`src/rtl/branch_predictor.sv`:
```
// rtl/branch_predictor.sv - direct-mapped BTB with 2-bit counters; optional stats via BP_STATS_EN
module branch_predictor #(
    parameter int IDX_BITS = 4,
    parameter int TAG_BITS = 8
) (
    input  logic        clk,
    input  logic        rst_n,
    input  logic [31:0] pc_f,
    output logic [31:0] predict_pc,
    output logic        pred_taken,
    output logic [1:0]  pred_count,
    input  logic        upd_valid,
    input  logic [31:0] upd_pc,
    input  logic        upd_is_jump,
    input  logic        upd_taken,
    input  logic [31:0] upd_target,
`ifdef BP_STATS_EN
    input  logic        upd_mispredict,
    output logic [31:0] stat_updates,
    output logic [31:0] stat_mispredicts
`else
    input  logic        upd_mispredict
`endif
);

    localparam int ENTRIES = 1 << IDX_BITS;
    localparam int TAG_LO  = IDX_BITS + 2;
    localparam int TAG_HI  = IDX_BITS + TAG_BITS + 1;

    logic                valid_q  [ENTRIES];
    logic [TAG_BITS-1:0] tag_q    [ENTRIES];
    logic [31:0]         target_q [ENTRIES];
    logic [1:0]          cnt_q    [ENTRIES];
    logic                jmp_q    [ENTRIES];

    logic [IDX_BITS-1:0] f_idx;
    logic [TAG_BITS-1:0] f_tag;
    logic                f_hit;

    logic [IDX_BITS-1:0] u_idx;
    logic [TAG_BITS-1:0] u_tag;
    logic                u_hit;

    logic                wr_en;
    logic [31:0]         wr_target;
    logic [1:0]          wr_cnt;
    logic                wr_jmp;

    assign f_idx = pc_f[IDX_BITS+1:2];
    assign f_tag = pc_f[TAG_HI:TAG_LO];
    assign u_idx = upd_pc[IDX_BITS+1:2];
    assign u_tag = upd_pc[TAG_HI:TAG_LO];

    // Lookup reads the registered tables only, so a same-cycle update is seen next cycle.
    always_comb begin
        f_hit      = valid_q[f_idx] && (tag_q[f_idx] == f_tag);
        pred_taken = f_hit && (jmp_q[f_idx] || cnt_q[f_idx][1]);
        pred_count = f_hit ? cnt_q[f_idx] : 2'b00;
        predict_pc = pred_taken ? target_q[f_idx] : (pc_f + 32'd4);
    end

    always_comb begin
        u_hit     = valid_q[u_idx] && (tag_q[u_idx] == u_tag);
        wr_en     = 1'b0;
        wr_target = target_q[u_idx];
        wr_cnt    = cnt_q[u_idx];
        wr_jmp    = 1'b0;
        if (upd_valid) begin
            if (upd_is_jump) begin
                wr_en     = 1'b1;
                wr_target = upd_target;
                wr_cnt    = 2'b11;
                wr_jmp    = 1'b1;
            end else if (u_hit) begin
                wr_en = 1'b1;
                if (upd_taken) begin
                    wr_target = upd_target;
                    wr_cnt    = (cnt_q[u_idx] == 2'b11) ? 2'b11 : cnt_q[u_idx] + 2'd1;
                end else begin
                    wr_cnt    = (cnt_q[u_idx] == 2'b00) ? 2'b00 : cnt_q[u_idx] - 2'd1;
                end
            end else if (upd_taken) begin
                // Not-taken misses never allocate; taken misses evict any alias.
                wr_en     = 1'b1;
                wr_target = upd_target;
                wr_cnt    = 2'b10;
            end
        end
    end

    always_ff @(posedge clk or negedge rst_n) begin
        if (!rst_n) begin
            for (int i = 0; i < ENTRIES; i++) begin
                valid_q[i]  <= 1'b0;
                tag_q[i]    <= '0;
                target_q[i] <= '0;
                cnt_q[i]    <= 2'b01;
                jmp_q[i]    <= 1'b0;
            end
        end else if (wr_en) begin
            valid_q[u_idx]  <= 1'b1;
            tag_q[u_idx]    <= u_tag;
            target_q[u_idx] <= wr_target;
            cnt_q[u_idx]    <= wr_cnt;
            jmp_q[u_idx]    <= wr_jmp;
        end
    end

`ifdef BP_STATS_EN
    logic [31:0] stat_updates_q;
    logic [31:0] stat_mispredicts_q;

    always_ff @(posedge clk or negedge rst_n) begin
        if (!rst_n) begin
            stat_updates_q     <= '0;
            stat_mispredicts_q <= '0;
        end else if (upd_valid) begin
            stat_updates_q <= stat_updates_q + 32'd1;
            if (upd_mispredict) begin
                stat_mispredicts_q <= stat_mispredicts_q + 32'd1;
            end
        end
    end

    assign stat_updates     = stat_updates_q;
    assign stat_mispredicts = stat_mispredicts_q;

    logic unused_bits;
    assign unused_bits = ^{pc_f[1:0], pc_f[31:TAG_HI+1], upd_pc[1:0], upd_pc[31:TAG_HI+1]};
`else
    logic unused_bits;
    assign unused_bits = ^{pc_f[1:0], pc_f[31:TAG_HI+1], upd_pc[1:0], upd_pc[31:TAG_HI+1],
                           upd_mispredict};
`endif

endmodule
```
`config.mk`:
```
export PLATFORM = sky130hd
export DESIGN_NAME = branch_predictor
export DESIGN_NICKNAME = d
export VERILOG_FILES = /design/src/rtl/branch_predictor.sv
export SDC_FILE = /design/constraint.sdc
export NUM_CORES = 2
export LEC_CHECK = 0
export CELL_PAD_IN_SITES_DETAIL_PLACEMENT = 0
export CELL_PAD_IN_SITES_GLOBAL_PLACEMENT = 1
export CORE_AREA = 2 2 363 365
export DETAILED_ROUTE_END_ITERATION = 10
export DIE_AREA = 0 0 365 367
export GPL_TIMING_DRIVEN = 0
export PLACE_DENSITY = 0.6
export SLEW_MARGIN = 20
export SYNTH_ARGS = -nofsm -noshare
export SYNTH_HDL_FRONTEND = slang
export SYNTH_SLANG_ARGS = --single-unit
```
`constraint.sdc`:
```
create_clock -name clk -period 18.95 [get_ports clk]
set_input_delay 5.685 -clock clk [delete_from_list [all_inputs] [get_ports clk]]
set_output_delay 5.685 -clock clk [all_outputs]
set_load 0.02 [all_outputs]
```
After elaboration in Yosys (flattened, before gate mapping)
Index checks and enable logic that the tools add are counted.

operators by class
  bitwise logic cells = 3
  eq/ne operators = 3
  multiplexer cells = 57
  reduce and logical (&&, ||, !) cells = 6
  add/subtract/negate cells = 3
  $lt $le $gt $ge = 3

operators by type and width
  operator               number
  $bwmux 512             1
  $mux 32                9
  $bmux 32 s4            2
  $bwmux 128             1
  $demux 32 s4           1
  $bmux 8 s4             2
  $mux 8                 5
  $add 32x3->32 const B  1
  $bwmux 32              1
  $demux 8 s4            1
  $mux 2                 13
  $bmux 2 s4             2
  $bwmux 16              1
  $eq 8x8->1             2
  $or 16x16->16          1
  $mux 1                 13
  $bmux 1 s4             3
  $ge 5x5->1 const B     2
  $not 4->5              2
  $demux 2 s4            1
  $lt 5x1->1 const B     1
  $demux 1 s4            1
  $logic_and 1x1->1      4
  $add 2x1->2 const B    1
  other kinds (4)        4

storage, ports and cells
  bits in registers = 704
  output and inout port bits = 35
  bits of input ports = 102
  word-level logic and storage cells = 155

Logic depth before layout (Yosys ltp)
  depth in word-level cells = 11
  depth in mapped cells = 13
  depth with buffers taken out = 8

Least setup slack after synthesis
Ideal clock, no wire load.

  path type = input-to-output
  from = in pc_f[2]
  to = out predict_pc[0]
  arrival = 8.702 ns
  path slack = 4.563 ns
  stages = 9
  data required time = 13.265 ns
  buffers on the path = 6
  path through = buf_2 > buf_2 > buf_2 > clkbuf_1 > buf_2 > buf_2 > mux4_2 > mux4_2 > mux2_2

on the way
  longest elaborated chain between the ends = 8
  elaborated cells between the ends (all ways) = 21
  classes of those cells = 1 x eq/ne; 16 x mux; 1 x bitwise; 3 x reduce/logical

ends and longest elaborated chain
  what                                        RTL line    source
  from (decl)                                 8           input logic [31:0] pc_f,
  $not 4->5 (implied by the code) (*)         56, 57, 59
  $bmux 8 s4                                  56          f_hit = valid_q[f_idx] && (tag_q[f_idx] == f_tag);
  $mux 8 (implied by the code) (2 in series)  56
  $eq 8x8->1                                  56
  $logic_and 1x1->1                           56
  $logic_and 1x1->1                           57          pred_taken = f_hit && (jmp_q[f_idx] || cnt_q[f_idx][1]);
  $mux 32 (*)                                 59          predict_pc = pred_taken ? target_q[f_idx] : (pc_f + 32'd4);
  to (decl)                                   9           output logic [31:0] predict_pc,

Mark *: on every way between the ends. The rest lies on a longest branch, timed or not. The select of a mux whose other input is x is not followed.

Final worst setup path
  from = in pc_f[3]
  to = out predict_pc[2]

The elaborated chain is that of the path after synthesis.

==> results.ini <==
[setup_path]
worstPathMaxFanout = 10
endpoint_kind = output pin
cp-start-kind = input port
cp_data_arrival_time_ns = 12.39
path_buf_inv = 7
critical_path_class = in2out
max_stage_delay_ns = 0.80
cp_top_family = buffers and inverters
slowest_stage = nor3_1
crit_chain = clkdlybuf4s50_1 > clkbuf_1 > buf_2 > buf_1 > clkbuf_1 > a211oi_1 > a21oi_1 > xor2_1 > nor3_1 > nand3_1 > buf_2 > mux2i_1 > clkdlybuf4s50_1
crit_required_ns = 13.26

[yosys]
synthDistinctLibCells = 51
yosysSeqAreaShare = 0.455
syn-num-nets = 2497
synth.avg_cell_area_sq_um = 16.2
ys_warn_count = 0
synthCells = 2394
synthMuxAreaShare = 0.464
async_flop_share = 1.00
synth-compound-area-share = 0.00897
synth_top_family_by_area = multiplexers
synthFlopType = dfrtp_1
synth-seq-cells = 704
synth_edf_count = 0
synthSimpleGateAreaFrac = 0.0264
synth_xor_area_frac = 0.00972
synth_area_sq_mm = 0.0388
yosys.area_share.adder = 0.000581

[global_routing]
grt_max_degree = 104
grt_usage = 0.205
antenna_found_initial = 0
grt_pass1_wl_microns = 197000
grt-ovfl-total = 0
first_global_vias = 26500

[drt]
vias_per_cell = 5.51
vias = 24300
wl_microns = 137000
antenna_left = 0
dr.pass1.iters = 5
avgRoutedWirePerCell_microns = 31.0
drc = 0
drtIter0Drc = 2049

[clocking]
cts.sinks = 704
clock-root-buffer = clkbuf_16
htree_levels = 3
clk_pin_slew_ns = 0.05
clk_latency_ns = 0.66
clk_path_buf_depth = 3
post_cts_buffers = 0
ctsResizeCount = 0
cts_buffers = 83
hold_buffers = 0
cts_tree = yes

[pwr]
power.density_mw_per_mm2 = 109
p_leak_nw = 18.8
power_mw = 4.88
ir_drop_mv = 0.0649

[floorplan]
coreArea_sq_mm = 0.130
start_util = 0.297
row_count = 133
die_h_microns = 367
ios = 137
die-area_sq_mm = 0.134
chipWidth_microns = 365

[run]
maxCapViolations = 0

[timing]
slew_headroom = 0.175
max_freq_mhz = 55.3
finalSetupViolCount = 0
finalCriticalPeriod_ns = 18.07
fin_ws_ns = 0.878
period_share = 0.954
maxSlewViolCount = 0
clock_skew_ns = 0.0265
hold_viol_final = 0
setup_tns_ns = 0
worstMarginPinSlew_ns = 1.24
rsz0062_at_grt = false

[cells_and_area]
layout_commonest_cell = mux2_2
diodes = 0
fillers = 12500
final_cell_mix = mux2_2 (718), dfrtp_1 (688), mux4_2 (401), clkbuf_1 (129), clkdlybuf4s50_1 (105)
synthToLayoutAreaGrowth_pct = 15.8
post_route_cells_drive_above_1_share = 0.537
layout.nets = 2695

[place]
hpwlAfterDp_microns = 92800
numPortBuffers = 106
gp_congestion = 0.813
pre_cts_slack_ns = 0.920

[worst_hold_path]
min_path_type = reg2reg

[status]
status = finished clean

-- area by class of cell --
class                   count  area [sq um]  area share
plain buffers             235          1380      0.0308
multi-input cells        1447         19800       0.440
flip-flops and latches    704         17600       0.393
clock inverters            17           146     0.00326
repair buffers            113          1260      0.0280
clock buffers             133          2490      0.0555
well taps                1755          2200      0.0489
inverters                   8          30.0    0.000669
-- power breakdown --
part	leakage, nW	total (mW)	switching, mW	internal (mW)
Sequential	9.10	2.13	0.265	1.86
Combinational	8.36	1.17	0.480	0.693
Clock	1.30	1.58	0.666	0.914
Total	18.8	4.88	1.41	3.47
-- synthesized netlist by cell type, types with 11 or more instances --
| cell type | instances | share of area |
|---|---|---|
| mux2i_1 | 50 | 0.013 |
| a22oi_1 | 14 | 0.0027 |
| buf_1 | 20 | 0.0019 |
| buf_6 | 40 | 0.012 |
| nand3_1 | 34 | 0.0044 |
| and3_1 | 11 | 0.0018 |
| dfrtp_1 | 688 | 0.44 |
| nor2_1 | 14 | 0.0014 |
| mux2_1 | 33 | 0.0096 |
| dfstp_2 | 16 | 0.011 |
| buf_4 | 31 | 0.0060 |
| mux2_2 | 718 | 0.21 |
| xor2_1 | 18 | 0.0041 |
| xnor2_1 | 25 | 0.0056 |
| buf_2 | 22 | 0.0028 |
| or2_2 | 18 | 0.0029 |
| mux4_2 | 401 | 0.23 |
| nand2_1 | 14 | 0.0014 |
| clkbuf_1 | 121 | 0.012 |
-- logic make-up (layout without fill, tap and decap cells) --
| family | Yosys count | count (layout) |
|---|---|---|
| xor+xnor | 43 | 43 |
| compound gates | 46 | 46 |
| mux | 1202 | 1202 |
| buf+inv | 243 | 506 |
| flops | 704 | 704 |
| simple gates | 154 | 154 |
| fa+ha+maj | 2 | 2 |
-- registers in the layout (all words and copies together) (netlist names) --
register,flops
jmp_q,16
target_q,512
valid_q,16
cnt_q,32
tag_q,128
-- final timing paths --
kind                            startpoint             to  slack [ns]  depth (start not counted)
max in group asynchronous            rst_n  target_q[504]       12.01                          4
worst max register to register    tag_q[8]      tag_q[97]       14.87                          9
min in group asynchronous            rst_n  target_q[230]        5.05                          1
worst max-delay path               pc_f[3]  predict_pc[2]        0.88                         13
worst min-delay path              jmp_q[2]       jmp_q[2]        0.49                          1
worst min register to register    jmp_q[2]       jmp_q[2]        0.49                          1
-- metrics by stage --
stage / hold WS [ns] / cell area [sq um] / util / std cells
2_1_floorplan: 0.450 / 38800 / - / 2394
3_3_place_gp: 0.467 / 42000 / 0.322 / 4255
3_5_place_dp: 0.483 / 42300 / 0.324 / 4262
4_1_cts: 0.496 / 44900 / 0.344 / 4412
5_1_grt: 0.511 / 44900 / 0.344 / 4412
6_report: 0.493 / 44900 / 0.344 / 4412
-- layer usage --
layer | GRT usage | part of all wire
met5 | 0 | 0
met4 | 0.0694 | 0.033
met3 | 0.0379 | 0.055
met2 | 0.335 | 0.48
met1 | 0.272 | 0.43
Power figures use the tool's default switching activity.
